## src/rtl/fpu_pkg.sv

```systemverilog
// Shared encodings and constants for the FPU normalize/round stage.
package fpu_pkg;

  localparam logic [1:0] OP_ADD  = 2'b00;
  localparam logic [1:0] OP_MUL  = 2'b10;

  localparam int BIAS    = 127;
  localparam int EXP_MAX = 255;
  localparam int FRAC_W  = 23;

  typedef enum logic [2:0] {
    IDLE,
    ALIGN,
    SHIFT,
    ROUND,
    OUT
  } state_e;

endpackage

```

## src/rtl/fpu_round_ne.sv

```systemverilog
// Combinational round-to-nearest-even and single-precision packing.
// With FPU_NORM_FLAGS_EN defined, also reports {overflow, underflow, inexact}.
module fpu_round_ne
  import fpu_pkg::*;
(
  input  logic              sign,
  input  logic [FRAC_W:0]   mant,
  input  logic              guard,
  input  logic              sticky,
  input  logic [8:0]        exp,
  input  logic              force_zero,
`ifdef FPU_NORM_FLAGS_EN
  input  logic              uflow_in,
  output logic [2:0]        flags,
`endif
  output logic [31:0]       result
);

  function automatic logic rne_inc(input logic lsb, input logic g, input logic s);
    return g & (s | lsb);
  endfunction

  logic              inc;
  logic              carry;
  logic [FRAC_W-1:0] frac_r;
  logic [8:0]        exp_r;

  // An all-ones mantissa that rounds up wraps the fraction to zero and bumps E.
  assign inc    = rne_inc(mant[0], guard, sticky);
  assign carry  = inc & (&mant);
  assign frac_r = mant[FRAC_W-1:0] + FRAC_W'(inc);
  assign exp_r  = exp + 9'(carry);

  always_comb begin
    result = {sign, 31'b0};
    if (force_zero)
      result = {sign, 31'b0};
    else if (exp_r >= 9'(EXP_MAX))
      result = {sign, 8'hFF, {FRAC_W{1'b0}}};
    else if (exp_r == 9'd0)
      result = {sign, 31'b0};
    else
      result = {sign, exp_r[7:0], frac_r};
  end

`ifdef FPU_NORM_FLAGS_EN
  always_comb begin
    flags = 3'b000;
    if (force_zero)
      flags = {1'b0, uflow_in, uflow_in};
    else if (exp_r >= 9'(EXP_MAX))
      flags = 3'b101;
    else if (exp_r == 9'd0)
      flags = 3'b011;
    else
      flags = {2'b00, guard | sticky};
  end
`endif

endmodule

```

## src/rtl/fpu_normalize.sv

```systemverilog
// Final FPU stage: iterative normalize, round-nearest-even, IEEE-754 pack.
// Optional FPU_NORM_FLAGS_EN adds out_flags = {overflow, underflow, inexact}.
module fpu_normalize #(
  parameter int BIAS   = 127,
  parameter int MANT_W = 48,
  parameter int FRAC_W = 23
) (
  input  logic              clk,
  input  logic              rst_n,
  input  logic              in_valid,
  output logic              in_ready,
  input  logic              in_sign,
  input  logic [7:0]        in_exponent,
  input  logic [MANT_W-1:0] in_mantissa,
  input  logic [1:0]        in_operator,
  output logic              out_valid,
  input  logic              out_ready,
`ifdef FPU_NORM_FLAGS_EN
  output logic [2:0]        out_flags,
`endif
  output logic [31:0]       out_result
);
  import fpu_pkg::*;

  // Smallest normal biased exponent; left shifting stops here.
  localparam logic [8:0] E_MIN_NORM = 9'(BIAS - 126);

  state_e            state, state_nxt;
  logic              sign_r, sticky_r, zero_r;
  logic [MANT_W-1:0] w_r;
  logic [8:0]        e_r;
  logic [31:0]       rnd_result;

  always_ff @(posedge clk or negedge rst_n) begin
    if (!rst_n) state <= IDLE;
    else        state <= state_nxt;
  end

  always_comb begin
    state_nxt = state;
    case (state)
      IDLE:  if (in_valid) state_nxt = ALIGN;
      ALIGN: if (w_r == '0 || w_r[MANT_W-1] || w_r[MANT_W-2]) state_nxt = ROUND;
             else state_nxt = SHIFT;
      SHIFT: if (e_r <= E_MIN_NORM || w_r[MANT_W-3]) state_nxt = ROUND;
      ROUND: state_nxt = OUT;
      OUT:   if (out_ready) state_nxt = IDLE;
      default: state_nxt = IDLE;
    endcase
  end

  always_comb begin
    in_ready  = (state == IDLE);
    out_valid = (state == OUT);
  end

  // Working mantissa/exponent: capture, single right align, iterative left shift.
  always_ff @(posedge clk) begin
    case (state)
      IDLE: if (in_valid) begin
        sign_r   <= in_sign;
        e_r      <= {1'b0, in_exponent};
        sticky_r <= 1'b0;
        zero_r   <= 1'b0;
        if (in_operator == OP_ADD)      w_r <= MANT_W'({in_mantissa[24:0], 23'b0});
        else if (in_operator == OP_MUL) w_r <= in_mantissa;
        else                            w_r <= '0;
      end
      ALIGN: begin
        if (w_r == '0)
          zero_r <= 1'b1;
        else if (w_r[MANT_W-1]) begin
          w_r      <= w_r >> 1;
          sticky_r <= w_r[0];
          e_r      <= e_r + 9'd1;
        end
      end
      SHIFT: begin
        if (e_r <= E_MIN_NORM)
          zero_r <= 1'b1;
        else begin
          w_r <= w_r << 1;
          e_r <= e_r - 9'd1;
        end
      end
      default: ;
    endcase
  end

`ifdef FPU_NORM_FLAGS_EN
  logic       uflow_r;
  logic [2:0] rnd_flags;

  always_ff @(posedge clk) begin
    if (state == IDLE && in_valid) uflow_r <= 1'b0;
    else if (state == SHIFT && e_r <= E_MIN_NORM) uflow_r <= 1'b1;
  end
`endif

  fpu_round_ne u_round (
    .sign       (sign_r),
    .mant       (w_r[MANT_W-2 -: FRAC_W+1]),
    .guard      (w_r[MANT_W-FRAC_W-3]),
    .sticky     ((|w_r[MANT_W-FRAC_W-4:0]) | sticky_r),
    .exp        (e_r),
    .force_zero (zero_r),
`ifdef FPU_NORM_FLAGS_EN
    .uflow_in   (uflow_r),
    .flags      (rnd_flags),
`endif
    .result     (rnd_result)
  );

  always_ff @(posedge clk or negedge rst_n) begin
    if (!rst_n)              out_result <= '0;
    else if (state == ROUND) out_result <= rnd_result;
  end

`ifdef FPU_NORM_FLAGS_EN
  always_ff @(posedge clk or negedge rst_n) begin
    if (!rst_n)              out_flags <= '0;
    else if (state == ROUND) out_flags <= rnd_flags;
  end
`endif

endmodule

```

## config.mk

```make
export PLATFORM = sky130hd
export DESIGN_NAME = fpu_normalize
export DESIGN_NICKNAME = d
export VERILOG_FILES = /design/src/rtl/fpu_pkg.sv /design/src/rtl/fpu_round_ne.sv /design/src/rtl/fpu_normalize.sv
export SDC_FILE = /design/constraint.sdc
export NUM_CORES = 1
export LEC_CHECK = 0
export ABC_AREA = 1
export ABC_CLOCK_PERIOD_IN_PS = 5500
export CORE_ASPECT_RATIO = 0.5
export CORE_MARGIN = 10
export CORE_UTILIZATION = 35
export DETAILED_ROUTE_END_ITERATION = 16
export HOLD_SLACK_MARGIN = 0.15
export PLACE_DENSITY = 0.54
export SYNTH_ARGS = -nofsm -noshare
export SYNTH_HDL_FRONTEND = slang
export SYNTH_SLANG_ARGS = --single-unit
```

## constraint.sdc

```tcl
create_clock -name clk -period 5.5 [get_ports clk]
set_input_delay 1.1 -clock clk [delete_from_list [all_inputs] [get_ports clk]]
set_output_delay 1.1 -clock clk [all_outputs]
set_load 0.05 [all_outputs]
```

==> impl_metrics.csv, run 1 <==
group,metric,value,unit
timing,setup_viol,0,
clock_network,numCtsBuffers,9,
worst_setup_path,end_kind,"flop",
layout,nNetsFinal,934,
route,drt-initial-drc-count,467,
route,dr_wl_met2,7890,um
route,wirelength,18700,um
route,drt-met1-wl,9600,um
flow_run,drv_cap,0,
placement,numPortBuffers,96,
logic_synthesis,synth_edf_count,60,
timing,grt_setup_unrepaired,"false",
power,powerDensity,597,nW/um^2
route,num_vias,5611,
clock_network,clock_sinks,95,
clock_network,cts_hold_buf,0,
global_routing,gr-total-overflow,0,
logic_synthesis,synth_fp_nets,855,
layout,final_area,7410,sq um
worst_setup_path,path_cells,"nor2_1 -> inv_1 -> nor2_2 -> inv_2 -> o211ai_1 -> nor2_4 -> buf_4",
placement,postPlaceCellArea,7120,sq um
timing,slew_viol_final,0,
logic_synthesis,yosysUniqueCellTypes,35,
route,drcViolationCount,0,
floorplanning,ioPinCount,97,
placement,gp_congestion,0.891,
layout,fin_util,44.7,%
timing,tightest_slew,0.998,ns
power,p_total,4430,uW
clock_network,cts_tree,"built",
timing,final.min_clock_period,3.26,ns
logic_synthesis,syn_avg_cell_area,7.64,sq um
worst_setup_path,crit_type,"reg2reg",
min_path,min_path_type,"reg2reg",
floorplanning,die_w,205,um
layout,fillCellCount,1733,
global_routing,grtUsageTotal,16.2,%
floorplanning,dieArea,23100,sq um
worst_setup_path,critPathArrivalTime,3.27,ns
logic_synthesis,synth_area_leaders,"edfxtp_1 (30%), dfrtp_1 (15%), nand2_1 (13%)",
global_routing,grt_pass1_wl,30300,um
route,met3_length,1090,um
logic_synthesis,synth_top_area_share,30.0,%
clock_network,clockBufferDepth,2,
floorplanning,initial_utilization,36.2,%
outcome,status,"finished clean",
clock_network,post_cts_buffers,0,
layout,drive_gt1_share,5.29,%
global_routing,grt_max_degree,56,
timing,final_hold_viol_count,0,
clock_network,htree_num_levels,3,
global_routing,antenna_found_initial,0,
worst_setup_path,startpoint_type,"flop",
worst_setup_path,crit_path_max_incr_delay,0.79,ns
global_routing,grt_pass1_vias,5495,
route,ant_nets,0,
timing,final.setup_skew,0.0121,ns
placement,hpwl,14300,um
timing,max_freq,307,MHz
worst_setup_path,cp.required,5.51,ns
timing,relSlewSlack,33.5,%
logic_synthesis,yosys.area.top_type,"edfxtp_1",
route,viasPerCell,5.11,
logic_synthesis,synthFlopType,"edfxtp_1",
logic_synthesis,ys_warn_count,0,
route,topRoutingLayerUsed,"met4",
route,drt-pass1-iter-count,5,
worst_setup_path,cp_slowest_cell,"nor2_4",
clock_network,cts_resized,0,
clock_network,ctsRootBufferMaster,"clkbuf_16",
floorplanning,core_area,16600,sq um
floorplanning,rows,33,
route,wire_per_inst,17.1,um
logic_synthesis,async_flop_share,36.8,%
timing,period_share,59.2,%
floorplanning,die_h,113,um
logic_synthesis,synthCells,786,
layout,antenna_cells,0,
logic_synthesis,ys_ff_latch,95,
power,p_leak,0.00319,uW
clock_network,clock_latency,0.35,ns
power,ir_worst_vdd,229,uV
logic_synthesis,synth-seq-area-share,44.6,%
clock_network,clk_pin_slew,0.07,ns
worst_setup_path,cp_max_fo,53,
logic_synthesis,synth_area,6000,sq um
layout,area_growth,23.5,%
timing,final.setup.tns,0,ns
## where the power goes
| group | switching (uW) | total [uW] | internal [uW] |
|---|---|---|---|
| clock network | 275 | 621 | 346 |
| registers | 281 | 1570 | 1290 |
| logic | 1610 | 2240 | 629 |
## cells by family after synthesis
| kind of cell | Yosys count | synth area share [%] |
|---|---|---|
| compound gates | 112 | 13.0 |
| flops | 95 | 44.6 |
| buf+inv | 153 | 10.1 |
| simple gates | 407 | 29.1 |
| mux | 1 | 0.188 |
| fa+ha+maj | 6 | 1.25 |
| xor+xnor | 12 | 1.75 |
## flip-flops by register name, summed over array words and instances, names as in the netlist
signal and count:
e_r 9, out_result 32, sign_r 1, state 3, sticky_r 1, w_r 48, zero_r 1
## metrics by stage
step	setup WS, ns	hold slack [ns]	instances
final	2.24	0.478	1097
after global routing	1.94	0.486	1097
after CTS	2.22	0.476	1097
after detailed placement	2.21	0.470	1081
after global placement	2.22	0.460	1081
after floorplan	1.53	0.455	786
## critical path, delay by kind of cell (launching register included)
| family | cells | cell delay, ns |
|---|---|---|
| AOI/OAI and AO/OA | 1 | 0.23 |
| buffers and inverters | 3 | 1.29 |
| DFF | 1 | 0.40 |
| and+or+nand+nor | 3 | 0.97 |
## layout make-up
class | instances | area, sq um | area share [%]
sequential | 95 | 2680 | 36.1
inverter | 123 | 462 | 6.23
timing repair buffer | 98 | 971 | 13.1
clock inverter | 3 | 16.3 | 0.219
tap | 227 | 284 | 3.83
multi-input combinational | 538 | 2730 | 36.8
clock buffer | 13 | 272 | 3.66
## routing by layer
metal / vias to the layer above / GRT usage [%]
met5: - / 0
met3: 11 / 3.85
met4: 0 / 3.36
met1: 2644 / 23.7
li1: 2797 / -
met2: 159 / 23.6
## final timing paths
| path | slack (ns) | cells after the start | start | to |
|---|---|---|---|---|
| setup / recovery | 2.24 | 7 | state[1]$_DFFE_PN0P_ | w_r[40]$_DFFE_PP_ |
| hold / removal | 0.48 | 1 | sign_r$_DFFE_PP_ | out_result[31]$_DFFE_PN0P_ |
| setup reg to reg | 2.24 | 7 | state[1]$_DFFE_PN0P_ | w_r[40]$_DFFE_PP_ |
| hold reg to reg | 0.48 | 1 | sign_r$_DFFE_PP_ | out_result[31]$_DFFE_PN0P_ |
| max in group asynchronous | 4.15 | 1 | rst_n | out_result[7]$_DFFE_PN0P_ |
| min in group asynchronous | 0.84 | 1 | rst_n | out_result[30]$_DFFE_PN0P_ |
## cells in the mapped netlist (all sizes together) (10+ instances only)
cell type,instances
a21oi,11
buf,10
clkbuf,20
dfrtp,35
edfxtp,60
inv,123
nand2,213
nand3,85
nand4,15
nor2,73
nor3,15
o21ai,44
o221ai,45
xor2,12
## cells in the final DEF, fill, tap and decap left out, types with 3 or more instances in the layout
| cell | count |
|---|---|
| nand2_1 | 208 |
| nand4_1 | 15 |
| inv_1 | 117 |
| a21oi_1 | 9 |
| inv_2 | 6 |
| clkdlybuf4s50_1 | 95 |
| nor3_1 | 15 |
| nand2_2 | 5 |
| o221ai_1 | 45 |
| o22ai_1 | 3 |
| or2_2 | 3 |
| ha_1 | 6 |
| nand3_1 | 83 |
| nor2_2 | 9 |
| dfrtp_1 | 35 |
| nor2_1 | 63 |
| o21ai_0 | 42 |
| edfxtp_1 | 60 |
| xor2_1 | 12 |
| clkbuf_16 | 10 |
| o211ai_1 | 4 |
No activity file was read; power rests on OpenSTA's default activity.
==> run 2, diff against run 1 <==
--- a/config.mk
+++ b/config.mk
@@ -6,13 +6,13 @@
 export NUM_CORES = 1
 export LEC_CHECK = 0
 export ABC_AREA = 1
-export ABC_CLOCK_PERIOD_IN_PS = 5500
+export ABC_CLOCK_PERIOD_IN_PS = 2900
 export CORE_ASPECT_RATIO = 0.5
 export CORE_MARGIN = 10
 export CORE_UTILIZATION = 35
 export DETAILED_ROUTE_END_ITERATION = 16
 export HOLD_SLACK_MARGIN = 0.15
-export PLACE_DENSITY = 0.54
+export PLACE_DENSITY = 0.56
 export SYNTH_ARGS = -nofsm -noshare
 export SYNTH_HDL_FRONTEND = slang
 export SYNTH_SLANG_ARGS = --single-unit
==> constraint.sdc (replaced) <==
create_clock -name clk -period 2.9 [get_ports clk]
set_input_delay 0.58 -clock clk [delete_from_list [all_inputs] [get_ports clk]]
set_output_delay 0.58 -clock clk [all_outputs]
set_load 0.05 [all_outputs]
==> run 2 against run 1 <==
Against the previous run: die area stayed put; fmax is 20% higher; worst hold slack worse by 0.16 ns; global-route usage is 0.16 points higher; highest routed layer unchanged.
==> impl_metrics.csv, run 2 (synthesis gave the netlist of run 1 again) <==
group,metric,value,unit
clock_network,cts_hold_buf,0,
route,drcViolationCount,0,
global_routing,grt_pass1_wl,30800,um
timing,period_share,93.7,%
route,ant_nets,0,
route,wirelength,19200,um
floorplanning,dieArea,23100,sq um
clock_network,clockBufferDepth,2,
layout,multi_input_area,2850,sq um
floorplanning,die_w,205,um
worst_setup_path,startpoint_type,"flop",
layout,top_regs,"w_r (48), out_result (32), e_r (9)",
layout,area_growth,32.3,%
layout,antenna_cells,0,
worst_setup_path,critPathArrivalTime,3.00,ns
floorplanning,ioPinCount,97,
worst_setup_path,crit_path_max_incr_delay,0.44,ns
worst_setup_path,path_cells,"nand2_2 -> nor2_2 -> nand4_1 -> nor4_4 -> buf_4 -> ha_4 -> ha_4 -> nand2_4 -> inv_4 -> buf_4 -> nand4_1 -> nand2_2 -> nor2_4 -> a21oi_4 -> clkbuf_16 -> nand3_2 -> nand2_1",
global_routing,grt.busiest_layer,"met2",
placement,dp_slack,0.0533,ns
timing,slew_viol_final,0,
route,viasPerCell,5.14,
clock_network,clock_latency,0.35,ns
layout,largest_register_ffs,48,
clock_network,numCtsBuffers,9,
timing,tightest_slew,0.958,ns
layout,seqCellArea,2680,sq um
power,ir_worst_vdd,645,uV
power,powerDensity,1150,nW/um^2
timing,relSlewSlack,36.0,%
floorplanning,rows,33,
floorplanning,initial_utilization,36.2,%
global_routing,use_met1,23.9,%
placement,gp_congestion,0.885,
outcome,status,"finished clean",
timing,final.min_clock_period,2.72,ns
layout,drive_gt1_share,11.3,%
layout,final_cell_mix,"nand2_1 (201), inv_1 (116), clkdlybuf4s50_1 (95)",
route,wire_per_inst,17.0,um
worst_setup_path,crit_family,"simple AND/OR/NAND/NOR gates",
power,p_total,9110,uW
worst_setup_path,end_kind,"flop",
floorplanning,die_h,113,um
global_routing,grt_pass1_vias,5692,
timing,final.setup_skew,0.00844,ns
worst_setup_path,cp_max_fo,5,
clock_network,cts_tree,"built",
layout,regMostFlops,"w_r",
layout,fillCellCount,1649,
clock_network,htree_num_levels,3,
route,drt-pass1-iter-count,5,
layout,final_common_cell,"nand2_1",
worst_setup_path,crit_buf_inv,4,
timing,setup_slack,0.184,ns
layout,nNetsFinal,969,
worst_setup_path,crit_type,"reg2reg",
layout,instances_no_fill,1132,
power,p_leak,0.00343,uW
clock_network,clk_pin_slew,0.07,ns
global_routing,gr-total-overflow,0,
worst_setup_path,cp_slowest_cell,"edfxtp_1",
global_routing,antenna_found_initial,0,
min_path,min_path_type,"in2async",
clock_network,clock_sinks,95,
timing,grt_setup_unrepaired,"true",
clock_network,ctsRootBufferMaster,"clkbuf_16",
timing,final_hold_viol_count,0,
global_routing,grtUsageTotal,16.4,%
worst_setup_path,cp.required,3.18,ns
floorplanning,core_area,16600,sq um
timing,final.setup.tns,0,ns
global_routing,use_met2,24.3,%
placement,hpwl,14300,um
timing,setup_viol,0,
placement,placed_cells,1108,
route,drt-initial-drc-count,472,
timing,max_freq,368,MHz
layout,fin_util,47.8,%
global_routing,grt_max_degree,56,
flow_run,drv_cap,0,
placement,numPortBuffers,96,
route,num_vias,5815,
global_routing,grt.met3_usage,3.56,%
[run 2: cell types whose count changed in the layout (fill, tap and decap cells not counted), sizes merged]
cell,delta
clkbuf,-2
inv,-1
clkinvlp,+2
buf,+33
bufinv,+3
[run 2: cell type report]
class	instances	area share, %
Multi-Input combinational cell	538	35.9
Clock buffer	9	2.84
Inverter	123	5.85
Sequential cell	95	33.7
Clock inverter	7	1.40
Timing Repair Buffer	133	16.7
Tap cell	227	3.58
[run 2: per-layer routing]
layer  up-vias  wire length, um
li1       2867                -
met1      2763             9700
met2       172             8160
met3        13             1180
met4         0              150
met5         -                0
[run 2: worst register-to-register path: stages, from the launching register on]
cell and delay [ns]:
edfxtp_1 0.44, nand2_2 0.08, nor2_2 0.10, nand4_1 0.18, nor4_4 0.30, buf_4 0.16, ha_4 0.13, ha_4 0.17
nand2_4 0.06, inv_4 0.08, buf_4 0.10, nand4_1 0.09, nand2_2 0.10, nor2_4 0.04, a21oi_4 0.28, clkbuf_16 0.22
nand3_2 0.07, nand2_1 0.06
[run 2: final timing paths]
kind                       slack (ns)                  startpoint  depth (start not counted)                         end
setup / recovery                 0.18           w_r[23]$_DFFE_PP_                         17  out_result[12]$_DFFE_PN0P_
hold / removal                   0.32                       rst_n                          1   out_result[4]$_DFFE_PN0P_
setup reg to reg                 0.18           w_r[23]$_DFFE_PP_                         17  out_result[12]$_DFFE_PN0P_
hold reg to reg                  0.48  out_result[20]$_DFFE_PN0P_                          2  out_result[20]$_DFFE_PN0P_
max in group asynchronous        2.07                       rst_n                          1        state[1]$_DFFE_PN0P_
min in group clk                 0.48  out_result[20]$_DFFE_PN0P_                          2  out_result[20]$_DFFE_PN0P_
[run 2: power by group]
| group | switching, uW | total, uW | internal (uW) |
|---|---|---|---|
| Sequential | 457 | 2890 | 2430 |
| Combinational | 3280 | 4850 | 1560 |
| Clock | 535 | 1370 | 837 |
[run 2: stage by stage]
step / hold WS [ns] / cell area, sq um
2_1_floorplan: 0.284 / 6010
3_3_place_gp: 0.460 / 7380
3_5_place_dp: 0.465 / 7380
4_1_cts: 0.341 / 7710
5_1_grt: 0.392 / 7940
6_report: 0.323 / 7940
[run 2: repair_timing]
action                     CTS  global route
buffers inserted             0             5
setup endpoints to repair    0            28
gates resized for setup      0            30
